--- src/rtl/ysyx_22041412_div_pkg.sv ---
// ysyx_22041412_div_pkg: shared state encoding, counter sizing and special-case constants for the radix-2 divider
package ysyx_22041412_div_pkg;
  typedef enum logic [1:0] {IDLE, CALC, FIX, DONE} state_t;
  localparam int MAXW = 128;
  function automatic int cnt_w(input int xlen);
    return $clog2(xlen) + 1;
  endfunction
  function automatic logic [MAXW-1:0] all_ones(input int w);
    return (MAXW'(1) << w) - MAXW'(1);
  endfunction
  // Most-negative value of width w, already sign-extended so any truncation stays correct
  function automatic logic [MAXW-1:0] min_neg(input int w);
    return ~all_ones(w - 1);
  endfunction
endpackage

--- src/rtl/ysyx_22041412_div_step.sv ---
// ysyx_22041412_div_step: one combinational restoring iteration (shift, trial subtract, restore on borrow)
module ysyx_22041412_div_step #(
  parameter int XLEN = 64
) (
  input  logic [XLEN-1:0] rem,
  input  logic [XLEN-1:0] quo,
  input  logic [XLEN-1:0] divisor,
  output logic [XLEN-1:0] rem_next,
  output logic [XLEN-1:0] quo_next
);
  logic [XLEN:0] sh;
  logic [XLEN:0] diff;
  assign sh = {rem, quo[XLEN-1]};
  assign diff = sh - {1'b0, divisor};
  assign rem_next = diff[XLEN] ? sh[XLEN-1:0] : diff[XLEN-1:0];
  assign quo_next = {quo[XLEN-2:0], ~diff[XLEN]};
endmodule

--- src/rtl/ysyx_22041412_div_radix2.sv ---
// ysyx_22041412_div_radix2: iterative radix-2 restoring divider with valid/ready handshakes.
// Define YSYX_22041412_DIV_FASTZERO_EN to finish divide-by-zero and signed overflow straight from accept.
module ysyx_22041412_div_radix2
  import ysyx_22041412_div_pkg::*;
#(
  parameter int XLEN = 64
) (
  input  logic            clk,
  input  logic            rst,
  input  logic            in_valid,
  output logic            in_ready,
  input  logic [XLEN-1:0] dividend,
  input  logic [XLEN-1:0] divisor,
  input  logic            op_signed,
  input  logic            op_rem,
  input  logic            op_word,
  input  logic            flush,
  output logic            out_valid,
  input  logic            out_ready,
  output logic [XLEN-1:0] result,
  output logic            busy
);
  localparam int HALF = XLEN / 2;
  localparam int CW = cnt_w(XLEN);
  localparam logic [XLEN-1:0] ONES = XLEN'(all_ones(XLEN));
  localparam logic [XLEN-1:0] MIN_D = XLEN'(min_neg(XLEN));
  localparam logic [XLEN-1:0] MIN_W = XLEN'(min_neg(HALF));
  state_t state;
  logic [CW-1:0] cnt;
  logic [XLEN-1:0] rem, quo, dvs;
  logic q_neg, r_neg, rem_sel, word, dz, ov;
  logic [XLEN-1:0] ext_a, ext_b, mag_a, mag_b, rem_n, quo_n, q_fix, r_fix, sel, fix_res;
  logic sa, sb, dz_in, ov_in;
  assign in_ready = (state == IDLE);
  assign busy = !in_ready;
  assign ext_a = op_word ? {{HALF{op_signed & dividend[HALF-1]}}, dividend[HALF-1:0]} : dividend;
  assign ext_b = op_word ? {{HALF{op_signed & divisor[HALF-1]}}, divisor[HALF-1:0]} : divisor;
  assign sa = op_signed & ext_a[XLEN-1];
  assign sb = op_signed & ext_b[XLEN-1];
  assign mag_a = sa ? -ext_a : ext_a;
  assign mag_b = sb ? -ext_b : ext_b;
  assign dz_in = (ext_b == '0);
  assign ov_in = op_signed & (ext_b == ONES) & (ext_a == (op_word ? MIN_W : MIN_D));
  // A zero divisor yields the magnitude as remainder, so only the quotient needs forcing
  assign q_fix = q_neg ? -quo : quo;
  assign r_fix = r_neg ? -rem : rem;
  assign sel = rem_sel ? (ov ? '0 : r_fix) : (dz ? ONES : q_fix);
  assign fix_res = word ? {{HALF{sel[HALF-1]}}, sel[HALF-1:0]} : sel;
`ifdef YSYX_22041412_DIV_FASTZERO_EN
  logic [XLEN-1:0] spec_res;
  assign spec_res = op_rem ? (dz_in ? ext_a : '0) : (dz_in ? ONES : ext_a);
`endif
  ysyx_22041412_div_step #(.XLEN(XLEN)) u_step (
    .rem     (rem),
    .quo     (quo),
    .divisor (dvs),
    .rem_next(rem_n),
    .quo_next(quo_n)
  );
  always_ff @(posedge clk or negedge rst) begin
    if (!rst) begin
      state <= IDLE;
      cnt <= '0;
      rem <= '0;
      quo <= '0;
      dvs <= '0;
      q_neg <= 1'b0;
      r_neg <= 1'b0;
      rem_sel <= 1'b0;
      word <= 1'b0;
      dz <= 1'b0;
      ov <= 1'b0;
      out_valid <= 1'b0;
      result <= '0;
    end else if (flush) begin
      state <= IDLE;
      out_valid <= 1'b0;
    end else begin
      case (state)
        IDLE: if (in_valid) begin
          rem <= '0;
          quo <= op_word ? mag_a << HALF : mag_a;
          dvs <= mag_b;
          q_neg <= sa ^ sb;
          r_neg <= sa;
          rem_sel <= op_rem;
          word <= op_word;
          dz <= dz_in;
          ov <= ov_in;
          cnt <= CW'(op_word ? HALF : XLEN);
`ifdef YSYX_22041412_DIV_FASTZERO_EN
          state <= (dz_in | ov_in) ? DONE : CALC;
          out_valid <= dz_in | ov_in;
          if (dz_in | ov_in) result <= spec_res;
`else
          state <= CALC;
`endif
        end
        CALC: begin
          rem <= rem_n;
          quo <= quo_n;
          cnt <= cnt - CW'(1);
          if (cnt == CW'(1)) state <= FIX;
        end
        FIX: begin
          result <= fix_res;
          out_valid <= 1'b1;
          state <= DONE;
        end
        DONE: if (out_ready) begin
          out_valid <= 1'b0;
          state <= IDLE;
        end
        default: state <= IDLE;
      endcase
    end
  end
endmodule

--- config.mk ---
export PLATFORM = sky130hd
export DESIGN_NAME = ysyx_22041412_div_radix2
export DESIGN_NICKNAME = d
export VERILOG_FILES = /design/src/rtl/ysyx_22041412_div_pkg.sv /design/src/rtl/ysyx_22041412_div_step.sv /design/src/rtl/ysyx_22041412_div_radix2.sv
export SDC_FILE = /design/constraint.sdc
export NUM_CORES = 1
export LEC_CHECK = 0
export BUFFER_PORTS_ARGS = -buffer_cell sky130_fd_sc_hd__buf_2
export CAP_MARGIN = 20
export CORE_ASPECT_RATIO = 0.8
export CORE_MARGIN = 1.5
export CORE_UTILIZATION = 55
export CTS_CLUSTER_DIAMETER = 120
export DETAILED_ROUTE_END_ITERATION = 16
export GPL_TIMING_DRIVEN = 1
export PLACE_DENSITY_LB_ADDON = 0.12
export SYNTH_ARGS = -nofsm -noshare
export SYNTH_HDL_FRONTEND = slang
export SYNTH_SLANG_ARGS = --single-unit
--- constraint.sdc ---
create_clock -name clk -period 3.8 [get_ports clk]
set_input_delay 0.38 -clock clk [delete_from_list [all_inputs] [get_ports clk]]
set_output_delay 0.38 -clock clk [all_outputs]
set_load 0.05 [all_outputs]
# --- Word level (Yosys, flattened, before mapping) ---
# Index checks and enable logic that the tools add are counted.
op_classes:
  addsub: 6
  n_eq_ne: 10
  mux: 28
  bitwise: 9
  n_reduce_logical: 10
ops:
  columns: ["cell", "n"]
  rows:
  - ["$mux W64", 14]
  - ["$neg A64 Y64", 4]
  - ["$pmux W64 S2", 2]
  - ["$sub A65 B64 Y65", 1]
  - ["$eq A64 B64 Y1", 1]
  - ["$eq A64 B64 Y1 const B", 1]
  - ["$logic_not A64 Y1", 1]
  - ["$mux W63", 1]
  - ["$mux W7", 2]
  - ["$pmux W7 S2", 1]
  - ["$reduce_and A3 Y1", 3]
  - ["$mux W2", 4]
  - ["$pmux W2 S4", 1]
  - ["$eq A7 B1 Y1 const B", 1]
  - ["$sub A7 B1 Y7 const B", 1]
  - ["$and A1 B1 Y1", 6]
  - ["$ne A3 B3 Y1 const B", 2]
  - ["$eq A2 B2 Y1 const B", 2]
  - ["$reduce_and A2 Y1", 2]
  - ["$ne A3 B2 Y1 const B", 1]
  - ["$reduce_bool A3 Y1", 1]
  - ["$eq A2 B1 Y1 const B", 1]
  - ["$logic_not A2 Y1", 1]
  - ["$mux W1", 2]
  - ["other kinds (6)", 7]
totals:
  ff_bits: 272
  inputBits: 136
  output_inout_bits: 67

# --- Logic depth before layout (Yosys ltp) ---
logic_depth:
  depth_word: 7
  ltp_mapped: 16
  mapped_depth_nobuf: 14

# --- By module ---
# From an unflattened synthesis, not the netlist that was laid out.
unflattened:
  hier_cells: 3157
  area_unflattened_um2: 24766.3
modules_own_cells:
  columns: ["mod", "n_inst", "cells_per_inst", "area_per_inst_um2"]
  rows:
  - ["ysyx_22041412_div_radix2", 1, 2344, 18819.3]
  - ["ysyx_22041412_div_step", 1, 813, 5947.0]

# --- Worst setup path after synthesis ---
# No wires, ideal clock.
synth_timing:
  path_type: "register to register"
  start: "register quo[63]"
  end: "register rem[29]"
  t_arrival_ns: 3.281
  slack_ns: 0.398
  stages_incl_launch_ff: 16
  cell_sequence: "dfrtp_1 -> inv_1 -> ha_1 -> fa_1 -> nand2b_1 -> a21oi_1 -> o21ai_0 -> o211ai_1 -> a41o_1 -> a31oi_1 -> o31ai_1 -> xnor2_1 -> clkbuf_1 -> clkbuf_1 -> o21ai_0 -> a22o_1"
synth_between:
  elab_chain_len: 3
synth_rtl:
  columns: ["item", "line_no", "rtl"]
  rows:
  - ["start: declaration", "ysyx_22041412_div_radix2.sv:30", "logic [XLEN-1:0] rem, quo, dvs;"]
  - ["start signal: assignment", "ysyx_22041412_div_radix2.sv:82", "quo <= op_word ? mag_a << HALF : mag_a;"]
  - ["start signal: assignment", "ysyx_22041412_div_radix2.sv:101", "quo <= quo_n;"]
  - ["$sub A65 B64 Y65", "ysyx_22041412_div_step.sv:14", "assign diff = sh - {1'b0, divisor};"]
  - ["$mux W64", "ysyx_22041412_div_step.sv:15", "assign rem_next = diff[XLEN] ? sh[XLEN-1:0] : diff[XLEN-1:0];"]
  - ["$pmux W64 S2", "ysyx_22041412_div_radix2.sv:79", "case (state)"]
  - ["end signal: assignment", "ysyx_22041412_div_radix2.sv:100", "rem <= rem_n;"]
  - ["end: declaration", "ysyx_22041412_div_radix2.sv:30", null]
# Every way passes these cells.
# A chain may end at the register's enable or synchronous reset.

# --- Worst setup path in the final report ---
layout_timing:
  start: "register quo[63]"
  end: "register rem[62]"
# The elaborated chain is that of the path after synthesis.

==> impl_metrics.csv <==
group,metric,value,unit
place,place_area,24150,sq um
clocking,numCtsBuffers,31,
clocking,cts-root-buf,"clkbuf_16",
run,maxCapViolCount,0,
finish,fill_cells,3546,
place,placed_cells,3548,
grt,grt_max_degree,133,
power,pwr_density_cell,1152,nW/um^2
detailed_routing,dr.pass1.iters,7,
grt,grt_usage,39.43,%
clocking,htreeDepth,1,
power,p_leak,0.01093,uW
floorplanning,die_y,182.9,microns
finish,antenna_cells,0,
finish,fin_area,25340,sq um
grt,grt_pass1_vias,21242,
place,gp_congestion,1.040,
logic_synthesis,synthArstFlopShare,100.0,%
timing,fin_crit,3773,ps
detailed_routing,first_iter_violations,3129,
clocking,cts.sinks,272,
place,place_hpwl,66.04,mm
critical_path,critPathMaxFanout,3,
floorplanning,ios,203,
finish,multi_input_area,14420,sq um
timing,fin_skew,42.70,ps
detailed_routing,drt-total-wl,84.07,mm
critical_path,crit_required,4250,ps
logic_synthesis,yosysWarnings,0,
logic_synthesis,synth_flop_cell,"dfrtp_1",
critical_path,path_common_cell,"buf_4",
logic_synthesis,synth.avg_cell_area,7.700,sq um
timing,hold_viol_final,0,
detailed_routing,via_per_inst,6.535,
timing,setup_tns,0,ps
critical_path,cp-startpoint,"quo[63]",
critical_path,arrival,4220,ps
critical_path,reg2reg_depth,17,
finish,regArea,6808,sq um
clocking,clkTransAtPathRegs,60,ps
critical_path,critPathLaunchType,"flip-flop",
min_path,min_from,"op_rem",
timing,tightest_slew,1017,ps
timing,setup_viol,0,
timing,whs,73.54,ps
grt,grt-ovfl-total,0,
power,peakVddDrop,0.6994,mV
logic_synthesis,netlist.area_leader.share,30.61,%
min_path,holdPathStages,3,
timing,fin_crit_sh,99.28,%
logic_synthesis,synthesis.nets,3100,
logic_synthesis,syn_inst,2888,
logic_synthesis,ys_seq_area_share,30.61,%
detailed_routing,wl_per_cell,23.28,microns
place,numPortBuffers,202,
finish,finalNetCount,3263,
detailed_routing,vias,23597,
logic_synthesis,synth_area,22240,sq um
clocking,cts_tree,"built",
critical_path,end_kind,"flip-flop",
timing,rsz0062_at_grt,"no",
finish,fin_cells,3611,
floorplanning,rows,65,
min_path,min_to,"rem_sel",
timing,fmax,265.1,MHz
critical_path,crit_path_top_delay_cell,"dfrtp_1",
critical_path,reg2reg_to,"rem[62]",
finish,utilization,63.98,%
grt,antenna_found_initial,0,
timing,maxSlewHeadroom,32.22,%
floorplanning,core,39610,sq um
min_path,hp-class,"in2reg",
floorplanning,start_util,56.15,%
critical_path,critPathKind,"reg2reg",
clocking,clockBufferDepth,3,
logic_synthesis,synth.distinct_cells,84,
critical_path,worst-r2r-setup-slack,30,ps
finish,synthToLayoutAreaGrowth,13.96,%
logic_synthesis,synth_largest_area_cell,"dfrtp_1",
critical_path,slowest_delay,430,ps
logic_synthesis,synth-seq-cells,272,
timing,drv_slew,0,
floorplanning,dieArea,41660,sq um
critical_path,crit_path_cell_trace,"inv_1 -> ha_1 -> fa_1 -> nand2b_1 -> a21oi_2 -> o21ai_0 -> buf_4 -> a31oi_1 -> nor4b_1 -> buf_4 -> nor2_2 -> a31o_2 -> a31oi_1 -> buf_4 -> and4b_1 -> o31ai_1 -> nand2_1",
finish,drive_gt1_share,13.50,%
clocking,insertion_delay,600,ps
critical_path,cp_top_family,"compound AO/OA/AOI/OAI gates",
detailed_routing,drc,0,
critical_path,crit_buf_inv,4,
run_status,status,"finished clean",
floorplanning,die-width,227.8,microns
logic_synthesis,synth_edf_count,0,
detailed_routing,ant_nets,0,
grt,grt_pass1_wl,128.4,mm
logic_synthesis,netlist_top_cells_area,"dfrtp_1, o21ai_0, xnor2_1",
critical_path,r2r-start,"quo[63]",
==> cell families after synthesis <==
kind of cell    after synthesis  synth area share (%)
compound gates             1032                 28.79
simple gates                908                 19.16
xor+xnor                    298                 11.74
buf+inv                     294                 5.030
flops                       272                 30.61
fa+ha+maj                    76                 4.310
mux                           8                0.3601
==> final cells by class <==
cell class,instances,share of cell area [%]
clock inverters,14,0.6764
inverters,107,1.585
multi-input cells,2322,56.89
well taps,536,2.646
clock buffers,43,3.436
flip-flops and latches,272,26.86
repair buffers,317,7.900
==> where the power goes <==
group	switching, uW	leakage (uW)	internal [uW]	total, uW
Sequential	1860	0.00344	4210	6060
Combinational	12900	0.00699	7160	20000
Clock	1290	0.000503	1810	3100
Total	16000	0.0109	13200	29200
==> timing repair <==
| action | 4_1_cts | 5_1_grt |
|---|---|---|
| endpoints found under the setup margin | 32 | 69 |
| pin swaps | 1 | 4 |
| hold buffers | 1 | 0 |
| cloned | 0 | 1 |
| gates resized for setup | 2 | 18 |
| setup buffers | 1 | 3 |
| hold endpoints to repair | 84 | 0 |
==> how the worst max path moves through the flow <==
| stage | to | slack (ps) | cells after the start |
|---|---|---|---|
| 6_report | rem[62] | 30 | 17 |
| 3_3_place_gp | quo[53] | 30 | 12 |
| 2_1_floorplan | rem[29] | 400 | 15 |
| 5_1_grt | rem[59] | 7 | 12 |
| 3_5_place_dp | rem[12] | -160 | 16 |
| 4_1_cts | rem[13] | 10 | 17 |
==> state kept, by name, indices dropped and copies added, names as in the netlist <==
name and flops:
state 2, quo 64, word 1, r_neg 1
dz 1, dvs 64, out_valid 1, rem 64
rem_sel 1, result 64, ov 1, q_neg 1
cnt 7
==> cells in the final DEF, fill, tap and decap left out, types with 39 or more instances in the layout <==
cell / instances
nor3_1: 40
nand4_1: 42
buf_4: 106
o21a_1: 48
ha_1: 73
a21oi_1: 254
nor2_1: 245
xnor2_1: 153
o21ai_0: 321
a21o_1: 43
a211oi_1: 39
buf_2: 200
nand2_1: 350
xor2_1: 144
inv_1: 104
o31ai_1: 60
dfrtp_1: 271
==> Yosys cell counts (5+ instances only) <==
master / n
a221oi_1: 7
o221ai_1: 25
and2_1: 7
or2_2: 12
a31oi_1: 28
nor3_2: 5
buf_2: 6
nor3b_1: 6
nor4_1: 36
xnor2_1: 154
xor2_1: 144
or3_1: 27
o211ai_1: 35
a22o_1: 14
o21ai_1: 24
o41ai_1: 35
o31a_1: 6
o21ai_0: 324
nor2_1: 247
a21oi_1: 257
o31ai_1: 61
o21a_1: 48
nand2_1: 350
nand2b_1: 24
buf_1: 11
clkbuf_1: 169
nor2b_1: 12
and3_1: 6
a2111oi_0: 6
nand3b_1: 6
a211oi_1: 39
o22ai_1: 8
or4_1: 29
ha_1: 75
o22a_1: 7
a22oi_1: 9
nand3_1: 36
mux2i_1: 8
a21o_1: 43
nor3_1: 41
dfrtp_1: 272
o21bai_1: 18
nand4_1: 42
inv_1: 104
==> routing by layer <==
metal	track usage, %	up-vias	routed length, microns
met5	0	-	0
li1	-	10777	-
met4	10.43	0	2388
met3	11.68	142	11320
met2	52.05	1421	31890
met1	61.08	11257	38470
==> tightest hold or removal path: cells and delay by family <==
kind	cells	cell delay, ps
buf+inv	1	130
simple gates	2	110
==> through the flow <==
stage / total power, uW / setup WS (ps)
global route: 31010 / 6.989
finish: 29200 / 27.28
CTS: 28230 / 10.60
floorplan: 18560 / 397.7
detailed placement: 25000 / -157.5
global placement: 24610 / 33.88
Note: power is estimated with default switching activity, not from simulation.
